--- config.mk ---
export PLATFORM = sky130hd
export DESIGN_NAME = cmd_chunk_engine
export DESIGN_NICKNAME = d
export VERILOG_FILES = /design/src/rtl/cmd_engine_pkg.sv /design/src/rtl/cmd_chunk_sizer.sv /design/src/rtl/cmd_chunk_engine.sv
export SDC_FILE = /design/constraint.sdc
export NUM_CORES = 1
export LEC_CHECK = 0
export CORE_AREA = 2 2 284 286
export CTS_CLUSTER_SIZE = 16
export DETAILED_ROUTE_END_ITERATION = 12
export DIE_AREA = 0 0 286 288
export GPL_TIMING_DRIVEN = 0
export RECOVER_POWER = 25
export SLEW_MARGIN = 20
export SYNTH_ARGS = -nofsm -noshare
export SYNTH_HDL_FRONTEND = slang
export SYNTH_SLANG_ARGS = --single-unit
--- constraint.sdc ---
create_clock -name clk -period 59.3 [get_ports clk]
set_input_delay 8.895 -clock clk [delete_from_list [all_inputs] [get_ports clk]]
set_output_delay 8.895 -clock clk [all_outputs]
set_load 0.05 [all_outputs]
--- src/rtl/cmd_engine_pkg.sv ---
// Shared types for the chunked command engine: opcodes, completion status,
// FSM states and the burst-count width helper.
package cmd_engine_pkg;

   typedef enum logic [1:0] {
      OP_COPY   = 2'd0,
      OP_FILL   = 2'd1,
      OP_SUM    = 2'd2,
      OP_SGCOPY = 2'd3
   } op_e;

   typedef enum logic [1:0] {
      STS_OK     = 2'd0,
      STS_BADLEN = 2'd1,
      STS_RDERR  = 2'd2,
      STS_WRERR  = 2'd3
   } status_e;

   typedef enum logic [2:0] {
      S_IDLE, S_DECODE, S_RD_REQ, S_RD_WAIT, S_WR_REQ, S_WR_WAIT, S_NEXT, S_CPL
   } state_e;

   function automatic int cw_of(input int chunk);
      return $clog2(chunk + 1);
   endfunction

endpackage

--- src/rtl/cmd_chunk_sizer.sv ---
// Burst sizing: n = min(left, CHUNK[, seg_left]) plus flags telling the
// engine whether this burst finishes the command and/or the current segment.
module cmd_chunk_sizer #(
   parameter int LEN_W = 16,
   parameter int CHUNK = 4,
   parameter int CW    = 3
) (
   input  logic [LEN_W-1:0] left,
   input  logic [LEN_W-1:0] seg_left,
   input  logic             sg,
   output logic [CW-1:0]    n,
   output logic             last,
   output logic             seg_end
);

   logic [LEN_W-1:0] m;

   always_comb begin
      m = (left < LEN_W'(CHUNK)) ? left : LEN_W'(CHUNK);
      if (sg && (seg_left < m)) m = seg_left;
      n       = CW'(m);
      last    = (m == left);
      seg_end = sg && (m == seg_left);
   end

endmodule

--- src/rtl/cmd_chunk_engine.sv ---
// Command processor: splits one COPY/FILL/SUM/SGCOPY command into bursts of
// at most CHUNK words on the read/write ports and posts one completion record.
module cmd_chunk_engine
   import cmd_engine_pkg::*;
#(
   parameter int DATA_W     = 64,
   parameter int ADDR_W     = 32,
   parameter int LEN_W      = 16,
   parameter int CHUNK      = 4,
   parameter int ID_W       = 4,
   parameter int SUM_W      = 32,
   parameter int DST_STRIDE = 8,
   localparam int CW        = cw_of(CHUNK)
) (
   input  logic                    clk,
   input  logic                    reset,
   input  logic                    cmd_valid,
   output logic                    cmd_ready,
   input  logic [1:0]              cmd_op,
   input  logic [ADDR_W-1:0]       cmd_src,
   input  logic [ADDR_W-1:0]       cmd_dst,
   input  logic [LEN_W-1:0]        cmd_len,
   input  logic [LEN_W-1:0]        cmd_seg,
   input  logic [ID_W-1:0]         cmd_id,
   output logic                    rd_start,
   output logic [ADDR_W-1:0]       rd_addr,
   output logic [CW-1:0]           rd_cnt,
   input  logic                    rd_done,
   input  logic                    rd_err,
   input  logic [CHUNK*DATA_W-1:0] rd_data,
   output logic                    wr_start,
   output logic [ADDR_W-1:0]       wr_addr,
   output logic [CW-1:0]           wr_cnt,
   output logic [CHUNK*DATA_W-1:0] wr_data,
   input  logic                    wr_done,
   input  logic                    wr_err,
   output logic                    cpl_valid,
   input  logic                    cpl_ready,
   output logic [ID_W-1:0]         cpl_id,
   output logic [1:0]              cpl_status,
   output logic [SUM_W-1:0]        cpl_sum
);

   state_e                  state, nxt;
   op_e                     op;
   status_e                 status;
   logic [ID_W-1:0]         id;
   logic [ADDR_W-1:0]       src, dst, seg_base;
   logic [LEN_W-1:0]        left, seg_left, seg_len;
   logic [SUM_W-1:0]        sum;
   logic [CHUNK*DATA_W-1:0] burst;
   logic [CW-1:0]           n;
   logic                    last, seg_end, badlen;

   // Words past n are ignored; each word is truncated to SUM_W and wraps.
   function automatic logic [SUM_W-1:0] sum_burst(input logic [SUM_W-1:0]        acc,
                                                  input logic [CHUNK*DATA_W-1:0] d,
                                                  input logic [CW-1:0]           cnt);
      logic [SUM_W-1:0] s;
      s = acc;
      for (int i = 0; i < CHUNK; i++)
         if (i < int'(cnt)) s = s + SUM_W'(d[i*DATA_W +: DATA_W]);
      return s;
   endfunction

   cmd_chunk_sizer #(.LEN_W(LEN_W), .CHUNK(CHUNK), .CW(CW)) u_sizer (
      .left     (left),
      .seg_left (seg_left),
      .sg       (op == OP_SGCOPY),
      .n        (n),
      .last     (last),
      .seg_end  (seg_end)
   );

   assign badlen = (left == '0) || ((op == OP_SGCOPY) && (seg_len == '0));

   always_ff @(posedge clk) begin
      if (reset) state <= S_IDLE;
      else       state <= nxt;
   end

   always_comb begin
      nxt       = state;
      cmd_ready = 1'b0;
      rd_start  = 1'b0;
      wr_start  = 1'b0;
      cpl_valid = 1'b0;
      case (state)
         S_IDLE: begin
            cmd_ready = 1'b1;
            if (cmd_valid) nxt = S_DECODE;
         end
         S_DECODE: begin
            if (badlen)              nxt = S_CPL;
            else if (op == OP_FILL)  nxt = S_WR_REQ;
            else                     nxt = S_RD_REQ;
         end
         S_RD_REQ: begin
            rd_start = 1'b1;
            nxt      = S_RD_WAIT;
         end
         S_RD_WAIT: begin
            if (rd_done) begin
               if (rd_err)            nxt = S_CPL;
               else if (op == OP_SUM) nxt = S_NEXT;
               else                   nxt = S_WR_REQ;
            end
         end
         S_WR_REQ: begin
            wr_start = 1'b1;
            nxt      = S_WR_WAIT;
         end
         S_WR_WAIT: begin
            if (wr_done) nxt = wr_err ? S_CPL : S_NEXT;
         end
         S_NEXT: begin
            if (last)               nxt = S_CPL;
            else if (op == OP_FILL) nxt = S_WR_REQ;
            else                    nxt = S_RD_REQ;
         end
         S_CPL: begin
            cpl_valid = 1'b1;
            if (cpl_ready) nxt = S_IDLE;
         end
         default: nxt = S_IDLE;
      endcase
   end

   // Command context and burst data; outputs are gated by state, so no reset needed here.
   always_ff @(posedge clk) begin
      case (state)
         S_IDLE: if (cmd_valid) begin
            op       <= op_e'(cmd_op);
            id       <= cmd_id;
            src      <= cmd_src;
            dst      <= cmd_dst;
            seg_base <= cmd_dst;
            left     <= cmd_len;
            seg_len  <= cmd_seg;
            seg_left <= cmd_seg;
            sum      <= '0;
            status   <= STS_OK;
         end
         S_DECODE: if (badlen) status <= STS_BADLEN;
         S_RD_WAIT: if (rd_done) begin
            if (rd_err) status <= STS_RDERR;
            else begin
               burst <= rd_data;
               if (op == OP_SUM) sum <= sum_burst(sum, rd_data, n);
            end
         end
         S_WR_WAIT: if (wr_done && wr_err) status <= STS_WRERR;
         S_NEXT: begin
            left <= left - LEN_W'(n);
            src  <= src + ADDR_W'(n);
            if (seg_end) begin
               dst      <= seg_base + ADDR_W'(DST_STRIDE);
               seg_base <= seg_base + ADDR_W'(DST_STRIDE);
               seg_left <= seg_len;
            end else begin
               dst      <= dst + ADDR_W'(n);
               seg_left <= seg_left - LEN_W'(n);
            end
         end
         default: ;
      endcase
   end

   assign rd_addr    = rd_start ? src : '0;
   assign rd_cnt     = rd_start ? n : '0;
   assign wr_addr    = wr_start ? dst : '0;
   assign wr_cnt     = wr_start ? n : '0;
   assign wr_data    = (wr_start && (op != OP_FILL)) ? burst : '0;
   assign cpl_id     = cpl_valid ? id : '0;
   assign cpl_status = cpl_valid ? status : '0;
   assign cpl_sum    = cpl_valid ? sum : '0;

endmodule
# == Word level (Yosys, flattened, before mapping) ==
# Cells that the tools add are included.
# classes
n_addsub,9
n_lt_le_gt_ge,6
n_eq_ne,23
mux,64
bitwise_logic,1
n_reduce_logical,19
# ops
operator,n
two-way mux 32 bit,27
two-way mux 256 bit,1
one-hot mux 32 bit (2 select lines),4
adder 32 bit,4
two-way mux 16 bit,5
adder 32 x 3 -> 32 bit,2
one-hot mux 16 bit (2 select lines),2
"adder 32 x 4 -> 32 bit, second input constant",1
equality test 16 bit,2
zero test 16 bit,2
subtractor 16 x 3 -> 16 bit,2
two-way mux 3 bit,9
one-hot mux 3 bit (8 select lines),1
"!= test 2 bit, second input constant",10
< comparator 16 bit,1
"< comparator 16 x 3 -> 1 bit, second input constant",1
two-way mux 2 bit,8
"equality test 3 bit, second input constant",4
one-hot mux 2 bit (4 select lines),1
"equality test 3 x 2 -> 1 bit, second input constant",2
"< comparator 1 x 3 -> 1 bit, first input constant",2
"< comparator 2 x 3 -> 1 bit, first input constant",2
AND reduction 3 bit,2
AND reduction 6 bit,1
15 further kinds,26
# word_totals
regBits,443
in_bits,366

# == Logic depth before layout (Yosys ltp) ==
# Gate-level depths: netlist of the first run.
# logic_depth
ltp_word,29
mapped_depth,51
mapped_depth_nobuf,47

# == Hierarchy ==
# From an unflattened synthesis of the first run, not the netlist that was laid out.
# hier_totals
cells_unflattened,2884
area_unflattened_um2,28712.5
# by_module_without_submodules
mod,instances,cells_each,area_each_um2
cmd_chunk_engine,1,2760,27815.4
cmd_chunk_sizer,1,124,897.1

# == Least setup slack after synthesis of the first run ==
# No wires, ideal clock.
# synth_path
path_kind,input port to flip-flop
startpoint,in rd_err
endpoint,"reg burst[0], enable pin"
setup_time_ps,1239
arrival_time_ps,27210
required_ps,58061
slack_ps,30851
path_stages,1
path_cell_list,nor3b_1
# synth_via
elab_chain_len,2
# synth_lines
element,line_no,source
start: declaration,cmd_chunk_engine.sv:29,"input logic rd_err,"
NOT 1 bit (no source line),n/a,
AND reduction 3 bit (no source line),n/a,
end signal: assignment,cmd_chunk_engine.sv:148,burst <= rd_data;
end: declaration,cmd_chunk_engine.sv:51,logic [CHUNK*DATA_W-1:0] burst;
# Every way passes these cells.
# A chain may end at the register's enable or synchronous reset.

# == Worst setup path after layout of the first run ==
# layout_path
startpoint,in rd_data[0]
endpoint,"reg sum[31], data pin"
# layout_via
elab_chain_len,24
# layout_lines
element,line_no,source
start: declaration,cmd_chunk_engine.sv:30,"input logic [CHUNK*DATA_W-1:0] rd_data,"
adder 32 bit (*),cmd_chunk_engine.sv:62,if (i < int'(cnt)) s = s + SUM_W'(d[i*DATA_W +: DATA_W]);
two-way mux 32 bit (*),cmd_chunk_engine.sv:62,
two-way mux 32 bit (*),cmd_chunk_engine.sv:149,"if (op == OP_SUM) sum <= sum_burst(sum, rd_data, n);"
two-way mux 32 bit (*),cmd_chunk_engine.sv:146,if (rd_err) status <= STS_RDERR;
two-way mux 32 bit (*),cmd_chunk_engine.sv:145,S_RD_WAIT: if (rd_done) begin
two-way mux 32 bit (*),cmd_chunk_engine.sv:131,case (state)
adder 32 bit,cmd_chunk_engine.sv:62,
two-way mux 32 bit (*),cmd_chunk_engine.sv:62,
[... 8 more ...],n/a,
two-way mux 32 bit (*),cmd_chunk_engine.sv:145,
two-way mux 32 bit (*),cmd_chunk_engine.sv:131,
adder 32 bit,cmd_chunk_engine.sv:62,
two-way mux 32 bit (*),cmd_chunk_engine.sv:62,
two-way mux 32 bit (*),cmd_chunk_engine.sv:149,
two-way mux 32 bit (*),cmd_chunk_engine.sv:146,
two-way mux 32 bit (*),cmd_chunk_engine.sv:145,
one-hot mux 32 bit (2 select lines) (*),cmd_chunk_engine.sv:131,
end signal: assignment,cmd_chunk_engine.sv:149,
end: declaration,cmd_chunk_engine.sv:50,logic [SUM_W-1:0] sum;
# Mark *: on every way between the ends. The rest lies on a longest branch, timed or not. The select of a mux whose other input is x is not followed.

==> metrics.csv, run 1 <==
stage;metric;value;unit
floorplanning;chip width;286;um
finish;Fillers;7458;
run;maxcap violations;0;
cts;Worst-path clk slew;0.07;ns
sta;worst slew pin tran;1.125;ns
global_route;largest net degree at the start of global routing;47;
yosys;Gate Count Post-Synth;2772;
critical_path;worst reg2reg path endpoint;sum[31];
finish;Storage cell area;0.01327;mm^2
route;Post-DRT Antenna Nets;0;
route;wire per inst;22.73;um
yosys;Mapped Avg Cell Area;10.14;um^2
sta;f_max;57.29;MHz
pwr;Switching Fraction;47.86;%
critical_path;Critical R2R Launch;left[12];
yosys;cell area after synthesis;0.02810;mm^2
yosys;synthesized flop and latch total;443;
cts;H-tree levels;2;
critical_path;class of the most critical setup path;input port to flop;
critical_path;CP top delay family;compound AO/OA/AOI/OAI gates;
cts;worst-skew pair later-pin latency;0.61;ns
global_route;initial antenna violation count;28;
cts;# hold bufs at CTS;0;
yosys;yosys warns;0;
floorplanning;Cell Rows;104;
critical_path;Worst R2R Path Depth;47;
floorplanning;Initial Utilization;35.28;%
sta;Slew Limit Fails;0;
floorplanning;Die Height;288;um
pwr;leakage power;15.31;nW
global_route;gr ovfl total;0;
min_path;worst hold path depth;2;
yosys;Synth cell types;82;
placed_design;Final GP Congestion;0.9349;
critical_path;Worst Path Max Fanout;5;
critical_path;Critical path buffers and inverters;1;
critical_path;CP endpoint kind;flop;
global_route;first-pass GRT wire length;153700;um
route;DRC;0;
critical_path;slowest CP cell;dlygate4sd3_1;
sta;Setup-failing EPs final;0;
sta;Final Cycle Share;29.44;%
pwr;Peak supply drop;54.96;uV
floorplanning;core area;0.07964;mm^2
cts;CTS tree;built;
sta;final hold vios;0;
pwr;Internal Power;1.465;mW
cts;Max clock buf depth;3;
yosys;Post-synth EDFFs;440;
finish;layout cells sized above 1;5.545;%
cts;Post-CTS Setup Bufs;0;
critical_path;CP arrival;17.81;ns
sta;RSZ-0062 raised after global routing;false;
route;starting DRC count in detailed routing;1451;
cts;Root Buffer;clkbuf_16;
pwr;PwrDens;72.28;mW/mm^2
cts;Num CTS Buffers;52;
min_path;HP Start;seg_base[0];
critical_path;Setup crit start kind;input port;
global_route;vias in the first global route;23922;
placed_design;DP Area;0.03718;mm^2
pwr;Net Sw Power;1.345;mW
critical_path;Crit path top cell by count;o21ai_0;
critical_path;FF-to-FF setup slack;48.10;ns
placed_design;port bufs;733;
route;vias per std cell;5.213;
global_route;Tot GR Track Use;24.96;%
pwr;Seq pwr share;16.5;%
finish;multi-input combinational cell area;0.01409;mm^2
sta;Setup Skew;0.02772;ns
route;Detailed Routing Iterations Pass 1;5;
yosys;Seq/Total Area, Yosys;47.24;%
yosys;Primary FF master, synth;edfxtp_1;
finish;nets;4134;
sta;Slew headroom;25.03;%
route;via count;24578;
sta;setup TNS;0;ns
status;status;complete, no violations;
cts;Post-CTS Resized;0;
placed_design;HPWL after DPL;87160;um
floorplanning;total die area;0.08237;mm^2
sta;Tmin final;17.46;ns
finish;Finished Cell Area;0.03888;mm^2
finish;Syn-to-layout area delta;38.38;%
route;WL final;107200;um
pwr;Clock Power Share;11.6;%
critical_path;Crit path largest cell delay;0.60;ns
floorplanning;I/O pin total;734;
cts;clk sinks;443;
yosys;Post-synth ARST share;0;%
min_path;Hold EP;dst[0];
critical_path;WP data required;59.66;ns
pwr;Comb power frac;72.0;%
min_path;worst hold path class;flop to flop;
[worst min-delay path: stages, from the launching register on]
cell and delay (ns):
edfxtp_1 0.32, mux2i_1 0.06, o21bai_1 0.12
[registers in the layout, summed over array words and instances, names as in the netlist, 4 cells and up]
signal and flops:
seg_len 16, burst 256, seg_left 16, sum 32, left 16, dst 32, id 4, src 32
seg_base 32
[synth_stat cells (4+ instances only)]
| master | number | share of area [%] |
|---|---|---|
| nor2_1 | 154 | 2.1 |
| nand4_1 | 22 | 0.49 |
| o211ai_1 | 8 | 0.21 |
| a22oi_1 | 4 | 0.11 |
| a21o_1 | 52 | 1.4 |
| o221ai_1 | 5 | 0.16 |
| clkbuf_1 | 122 | 1.6 |
| or2_2 | 6 | 0.13 |
| edfxtp_1 | 440 | 47 |
| inv_1 | 66 | 0.88 |
| buf_6 | 4 | 0.16 |
| o21a_1 | 33 | 0.88 |
| mux2_2 | 45 | 1.8 |
| nor4_1 | 13 | 0.29 |
| o21ai_0 | 214 | 3.8 |
| mux2_4 | 4 | 0.21 |
| fa_1 | 8 | 0.57 |
| a22o_1 | 6 | 0.19 |
| nand3_1 | 57 | 1.0 |
| o21ai_1 | 6 | 0.11 |
| a21oi_1 | 160 | 2.8 |
| nand2b_1 | 10 | 0.22 |
| or3_1 | 8 | 0.18 |
| a31oi_1 | 18 | 0.40 |
| o211a_1 | 4 | 0.14 |
| xnor2_1 | 136 | 4.2 |
| ha_1 | 154 | 6.9 |
| mux2i_1 | 13 | 0.46 |
| or4_1 | 4 | 0.11 |
| nand2_1 | 288 | 3.8 |
| o22ai_1 | 8 | 0.18 |
| a31o_2 | 4 | 0.12 |
| nor2b_1 | 26 | 0.58 |
| and3_1 | 325 | 7.2 |
| and4_1 | 6 | 0.19 |
| and2_1 | 81 | 1.8 |
| o31ai_1 | 13 | 0.35 |
| a2111oi_0 | 7 | 0.22 |
| xor2_1 | 81 | 2.5 |
| nor3_1 | 34 | 0.61 |
| o21bai_1 | 23 | 0.61 |
| a211oi_1 | 28 | 0.75 |
| buf_2 | 10 | 0.18 |
| a211o_1 | 4 | 0.12 |
[layer usage]
metal / share of wire [%] / wire length, um / GRT usage (%) / vias to the layer above
li1: - / - / - / 11931
met1: 38 / 41170 / 28.40 / 11697
met2: 52 / 55550 / 46.80 / 790
met3: 7.1 / 7640 / 5.729 / 142
met4: 2.5 / 2696 / 6.191 / 18
met5: 0.12 / 126 / 0 / -
[cells in the final DEF, fill, tap and decap left out, drive strengths merged, types with 52 or more instances in the layout]
cell	synthesis	layout
a21o	52	52
a21oi	161	161
and2	81	81
and3	325	325
clkbuf	123	185
clkdlybuf4s50	0	434
dlygate4sd3	0	299
edfxtp	440	440
ha	154	154
inv	66	68
nand2	288	288
nand3	57	57
nor2	154	154
o21ai	220	220
xnor2	136	136
xor2	81	81
[power groups by stage]
stage	registers [mW]	logic (mW)	clock network, mW
floorplan	0.456	1.56	0
global placement	0.482	1.97	0
detailed placement	0.467	2.00	0
CTS	0.462	2.01	0.333
global route	0.468	2.24	0.343
finish	0.463	2.02	0.325
[through the flow]
stage | util [%] | power, mW | setup WS [ns] | instances | hold slack, ns
after global placement | 46.22 | 2.457 | 19.42 | 4577 | 0.5809
after floorplan | - | 2.019 | 30.85 | 2784 | 0.5635
after global routing | 48.81 | 3.054 | 41.26 | 4710 | 0.6444
after CTS | 48.79 | 2.806 | 42.11 | 4703 | 0.6073
final | 48.82 | 2.811 | 41.84 | 4715 | 0.6041
after detailed placement | 46.69 | 2.464 | 41.48 | 4612 | 0.5920
[worst max path at each step]
stage,from,to,slack [ns],cells past startpoint
after floorplan,rd_err,burst[0],30.85,1
after CTS,rd_data[0],sum[31],42.11,39
after detailed placement,rd_data[0],sum[31],41.48,39
final,rd_data[0],sum[31],41.84,39
after global placement,rd_err,burst[49],19.42,2
after global routing,rd_data[0],sum[30],41.26,37
[area by class of cell]
type | instances | share of cell area (%)
antenna | 12 | 0.07723
buffer | 139 | 1.458
clock buffer | 62 | 3.443
clock inverter | 29 | 0.8560
inverter | 66 | 0.6372
multi-input combinational | 2136 | 36.25
sequential | 443 | 34.14
tap | 1060 | 3.411
timing repair buffer | 768 | 19.73
[kinds of logic (layout without fill, tap and decap cells)]
family / count (synthesis) / count (layout) / synth area share, %
adder cells (fa/ha/maj): 162 / 162 / 7.428
buffers and inverters: 205 / 1064 / 2.894
AND/OR/NAND/NOR: 1051 / 1051 / 19.29
AO/OA/AOI/OAI: 629 / 629 / 13.73
other: 1 / 25 / 0.01335
XOR/XNOR: 217 / 217 / 6.764
multiplexers: 64 / 64 / 2.641
flip-flops: 443 / 443 / 47.24
No activity file was read; power rests on OpenSTA's default activity.
==> run 2, diff against run 1 <==
--- a/config.mk
+++ b/config.mk
@@ -5,10 +5,10 @@
 export SDC_FILE = /design/constraint.sdc
 export NUM_CORES = 1
 export LEC_CHECK = 0
-export CORE_AREA = 2 2 284 286
+export CORE_AREA = 2 2 285 287
 export CTS_CLUSTER_SIZE = 16
 export DETAILED_ROUTE_END_ITERATION = 12
-export DIE_AREA = 0 0 286 288
+export DIE_AREA = 0 0 287 289
 export GPL_TIMING_DRIVEN = 0
 export RECOVER_POWER = 25
 export SLEW_MARGIN = 20
==> constraint.sdc (replaced) <==
create_clock -name clk -period 15.7 [get_ports clk]
set_input_delay 2.355 -clock clk [delete_from_list [all_inputs] [get_ports clk]]
set_output_delay 2.355 -clock clk [all_outputs]
set_load 0.05 [all_outputs]
==> run 2 against run 1 <==
Effect of this change: critical path depth up 6; cell count about the same; global-route usage up 0.31 points; first-iteration DRC count up 3.6%; critical path type is now flop to flop; critical endpoint is now sum[30]; highest routed layer unchanged.
==> metrics.csv, run 2 (synthesis gave the netlist of run 1 again) <==
stage;metric;value;unit
placed_design;HPWL after DPL;88160;um
cts;Post-CTS Resized;0;
cts;H-tree levels;2;
critical_path;CP endpoint kind;flop;
placed_design;placed insts;4602;
critical_path;Crit path largest cell delay;0.61;ns
critical_path;Crit path top cell by count;ha_1;
critical_path;Setup crit start kind;flop;
route;wire per inst;23.11;um
critical_path;slowest CP cell;or4_4;
global_route;first-pass GRT wire length;156900;um
finish;commonest non-fill, non-tap cell in the layout;clkdlybuf4s50_1;
sta;f_max;88.81;MHz
cts;clk sinks;443;
run;maxcap violations;0;
critical_path;CP arrival;11.62;ns
finish;Largest Register;burst;
route;WL final;108900;um
route;vias per std cell;5.238;
finish;Syn-to-layout area delta;38.69;%
sta;setup TNS;0;ns
min_path;worst hold path class;flop to flop;
cts;Root Buffer;clkbuf_16;
finish;most frequent cells in the layout;clkdlybuf4s50_1, edfxtp_1, and3_1;
floorplanning;I/O pin total;734;
sta;Setup-failing EPs final;0;
finish;Non-Filler Instances;4713;
cts;CTS tree;built;
sta;Slew headroom;25.57;%
floorplanning;core area;0.07990;mm^2
global_route;initial antenna violation count;29;
sta;Hold Slack;0.5967;ns
finish;max reg flops;256;
sta;Slew Limit Fails;0;
finish;Fillers;7530;
sta;RSZ-0062 raised after global routing;false;
finish;Storage cell area;0.01327;mm^2
floorplanning;chip width;287;um
cts;# hold bufs at CTS;0;
global_route;vias in the first global route;24155;
global_route;Tot GR Track Use;25.27;%
cts;Max clock buf depth;3;
pwr;PwrDens;274.1;mW/mm^2
global_route;largest net degree at the start of global routing;44;
critical_path;WP data required;16.06;ns
route;Post-DRT Antenna Nets;0;
cts;worst-skew pair later-pin latency;0.61;ns
placed_design;port bufs;733;
floorplanning;Initial Utilization;35.17;%
sta;Final Cycle Share;71.72;%
finish;nets;4125;
cts;Post-CTS Setup Bufs;0;
route;DRC;0;
sta;Tmin final;11.26;ns
status;status;complete, no violations;
pwr;leakage power;15.32;nW
placed_design;Final GP Congestion;0.9202;
sta;final hold vios;0;
floorplanning;total die area;0.08294;mm^2
critical_path;class of the most critical setup path;flop to flop;
finish;layout cells sized above 1;5.441;%
finish;multi-input combinational cell area;0.01410;mm^2
finish;utilization after layout;48.77;%
route;via count;24689;
pwr;Peak supply drop;189.5;uV
critical_path;Worst Path Max Fanout;10;
floorplanning;Cell Rows;104;
route;Detailed Routing Iterations Pass 1;8;
global_route;gr ovfl total;0;
floorplanning;Die Height;289;um
cts;Num CTS Buffers;53;
sta;Setup Skew;0.02423;ns
cts;Worst-path clk slew;0.06;ns
route;starting DRC count in detailed routing;1503;
sta;worst slew pin tran;1.117;ns
==> run 2: changes by cell type in the layout (fill, tap and decap cells not counted), moves of 2 or more <==
cell,before,now
buf_4,27,0
buf_6,9,19
buf_8,0,7
clkbuf_1,131,135
clkbuf_16,52,54
clkdlybuf4s50_1,434,446
clkinv_1,9,6
clkinv_2,8,11
diode_2,12,14
dlygate4sd3_1,299,287
==> run 2: area by class of cell <==
class / instances / area share, %
antenna: 14 / 0.08990
buffer: 139 / 1.458
clock buffer: 68 / 3.603
clock inverter: 29 / 0.8412
inverter: 66 / 0.6357
multi-input combinational: 2136 / 36.19
sequential: 443 / 34.06
tap: 1060 / 3.403
timing repair buffer: 758 / 19.72
==> run 2: power breakdown <==
part | switching, mW | internal (mW) | total, mW
Combinational | 4.43 | 3.25 | 7.68
Clock | 0.521 | 0.732 | 1.25
Sequential | 0.176 | 1.57 | 1.75
==> run 2: per-layer routing <==
layer,up-vias,wire (um),GRT usage (%),part of all wire (%)
li1,11913,-,-,-
met1,11711,41690,28.90,38
met2,859,55470,46.14,51
met3,180,8140,6.000,7.5
met4,26,3434,8.359,3.2
met5,-,168,0,0.15
==> run 2: metrics by stage <==
step | setup slack (ns) | power, mW | cell area (um^2)
5_1_grt | 3.652 | 11.63 | 38950
4_1_cts | 4.420 | 10.66 | 38930
3_5_place_dp | 4.357 | 9.350 | 37200
2_1_floorplan | 2.870 | 7.617 | 28150
3_3_place_gp | -2.962 | 9.261 | 36810
6_report | 4.440 | 10.68 | 38970
==> run 2: path summary, 6_finish.rpt <==
check              startpoint       to  slack, ns  cells past startpoint
setup / recovery      left[5]  sum[30]       4.44                     45
hold / removal    seg_base[1]   dst[1]       0.60                      2
setup reg to reg      left[5]  sum[30]       4.44                     45
hold reg to reg   seg_base[1]   dst[1]       0.60                      2
==> run 2: worst max-delay path: cells and delay by family (launching register included) <==
kind                     cells  cell delay [ns]
buffers and inverters        5             0.99
flip-flops                   1             0.51
XOR/XNOR                     2             0.33
AND/OR/NAND/NOR             14             3.16
multiplexers                 3             1.12
AO/OA/AOI/OAI               16             3.41
adder cells (fa/ha/maj)      5             1.45
==> run 3, diff against run 2 <==
--- a/config.mk
+++ b/config.mk
@@ -5,10 +5,10 @@
 export SDC_FILE = /design/constraint.sdc
 export NUM_CORES = 1
 export LEC_CHECK = 0
-export CORE_AREA = 2 2 285 287
+export CORE_AREA = 2 2 287 289
 export CTS_CLUSTER_SIZE = 16
 export DETAILED_ROUTE_END_ITERATION = 12
-export DIE_AREA = 0 0 287 289
+export DIE_AREA = 0 0 289 291
 export GPL_TIMING_DRIVEN = 0
 export RECOVER_POWER = 25
 export SLEW_MARGIN = 20
==> constraint.sdc (replaced) <==
create_clock -name clk -period 10.4 [get_ports clk]
set_input_delay 1.56 -clock clk [delete_from_list [all_inputs] [get_ports clk]]
set_output_delay 1.56 -clock clk [all_outputs]
set_load 0.05 [all_outputs]
==> run 3 against run 2 <==
Effect of this change: the run now ends with capacitance limit, slew limit left; via count shrank 0.61%; global-route usage fell by 0.57 points; clock power is 47% higher; worst hold slack better by 0.0089 ns; power up 53%.
==> metrics.csv, run 3 (synthesis gave the netlist of run 1 again) <==
stage;metric;value;unit
floorplanning;Cell Rows;105;
sta;post-route setup slack;0.6387;ns
placed_design;HPWL after DPL;87210;um
min_path;HP Start;seg_base[1];
global_route;first-pass GRT wire length;155900;um
floorplanning;total die area;0.08410;mm^2
critical_path;Critical Path Stages;48;
critical_path;Crit path largest cell delay;0.54;ns
finish;max reg flops;256;
pwr;leakage power;15.34;nW
route;metal2 WL;54620;um
route;via count;24539;
route;starting DRC count in detailed routing;1334;
floorplanning;Die Height;291;um
critical_path;Worst R2R Path Depth;48;
global_route;initial antenna violation count;32;
critical_path;CP arrival;10.11;ns
route;DRC;0;
floorplanning;I/O pin total;734;
finish;most frequent cells in the layout;clkdlybuf4s50_1, edfxtp_1, and3_1;
route;Detailed Routing Iterations Pass 1;6;
critical_path;CP endpoint kind;flop;
critical_path;Critical R2R Launch;left[4];
cts;Root Buffer;clkbuf_16;
run;maxcap violations;1;
route;vias per std cell;5.187;
min_path;worst hold path class;flop to flop;
status;status;complete, but fails checks;
floorplanning;Initial Utilization;34.61;%
route;Max Used Layer;met5;
placed_design;port bufs;733;
cts;CTS tree;built;
route;met1 wire length;41750;um
sta;Slew headroom;-7.799;%
critical_path;slowest CP cell;or4_4;
sta;Tmin final;9.761;ns
critical_path;Setup crit start kind;flop;
min_path;worst hold path depth;2;
critical_path;WP data required;10.75;ns
global_route;vias in the first global route;24191;
finish;Largest Register;burst;
cts;H-tree levels;2;
critical_path;Critical path buffers and inverters;6;
sta;Setup-failing EPs final;0;
sta;f_max;102.4;MHz
finish;Syn-to-layout area delta;39.28;%
sta;Final Cycle Share;93.86;%
global_route;gr ovfl total;0;
global_route;largest net degree at the start of global routing;39;
route;wire per inst;22.68;um
floorplanning;core area;0.08119;mm^2
pwr;PwrDens;417.2;mW/mm^2
placed_design;Final GP Congestion;0.9411;
critical_path;class of the most critical setup path;flop to flop;
finish;layout cells sized above 1;6.150;%
placed_design;Place WS;-0.8479;ns
status;violated checks;capacitance limit, slew limit;
critical_path;Crit. Startpoint;left[4];
sta;worst slew pin tran;1.616;ns
finish;nets;4130;
cts;clk sinks;443;
cts;# hold bufs at CTS;0;
route;Post-DRT Antenna Nets;0;
finish;Fillers;7657;
cts;Worst-path clk slew;0.06;ns
cts;worst-skew pair later-pin latency;0.61;ns
sta;Setup Skew;0.02514;ns
route;WL final;107300;um
sta;setup TNS;0;ns
global_route;Tot GR Track Use;24.70;%
pwr;Peak supply drop;293.7;uV
cts;Num CTS Buffers;52;
finish;commonest non-fill, non-tap cell in the layout;clkdlybuf4s50_1;
floorplanning;chip width;289;um
critical_path;CP top delay family;compound AO/OA/AOI/OAI gates;
route;met3 wire length;7587;um
critical_path;Worst Path Max Fanout;19;
sta;Slew Limit Fails;24;
cts;Max clock buf depth;3;
sta;final hold vios;0;
[run 3: changes by cell type in the layout (fill, tap and decap cells not counted), sizes merged]
| cell | delta |
|---|---|
| clkdlybuf4s50 | +8 |
| dlygate4sd3 | -8 |
| buf | +6 |
| clkbuf | -6 |
| diode | +5 |
| clkinvlp | +3 |
| bufinv | -1 |
| inv | +1 |
[run 3: worst paths after layout]
path              to  slack [ns]
min reg2reg   dst[1]        0.61
min           dst[1]        0.61
max          sum[31]        0.64
max reg2reg  sum[31]        0.64
[run 3: routing by layer]
metal  track usage [%]  vias up
li1                  -    11941
met1             28.68    11587
met2             45.05      815
met3             5.494      166
met4             7.003       30
met5                 0        -
[run 3: area by class of cell]
cell class,count,area (um^2),share of cell area [%]
Inverter,66,247.7,0.6330
Clock buffer,62,1360,3.475
Sequential cell,443,13270,33.92
Tap cell,1070,1339,3.421
Buffer,138,565.5,1.445
Multi-Input combinational cell,2136,14240,36.38
Antenna cell,19,47.55,0.1215
Clock inverter,32,310.3,0.7929
Timing Repair Buffer,765,7755,19.82
[run 3: power breakdown]
group          internal [mW]  leakage (nW)  switching, mW
sequential              2.38          4.08          0.265
combinational           5.05          10.4           6.80
clock                   1.06         0.811          0.779
[run 3: through the flow]
stage / hold slack, ns / util [%] / cell area [um^2] / instances / power [mW]
finish: 0.6056 / 48.20 / 39140 / 4731 / 16.33
global route: 0.6391 / 48.17 / 39110 / 4721 / 17.80
CTS: 0.6136 / 47.92 / 38910 / 4706 / 16.06
detailed placement: 0.5987 / 45.83 / 37210 / 4612 / 14.08
global placement: 0.5884 / 45.36 / 36830 / 4587 / 14.02
floorplan: 0.5635 / - / 28150 / 2784 / 11.49
[run 3: repair_timing]
| item | CTS | global route |
|---|---|---|
| gates resized for setup | 7 | 34 |
| pin swaps | 0 | 7 |
| endpoints found under the setup margin | 16 | 14 |
| buffers inserted | 1 | 6 |
[run 3: tightest hold or removal path, delay by kind of cell, from the launching register on]
family | cells | cell delay [ns]
flip-flops | 1 | 0.32
multiplexers | 1 | 0.06
AO/OA/AOI/OAI | 1 | 0.11
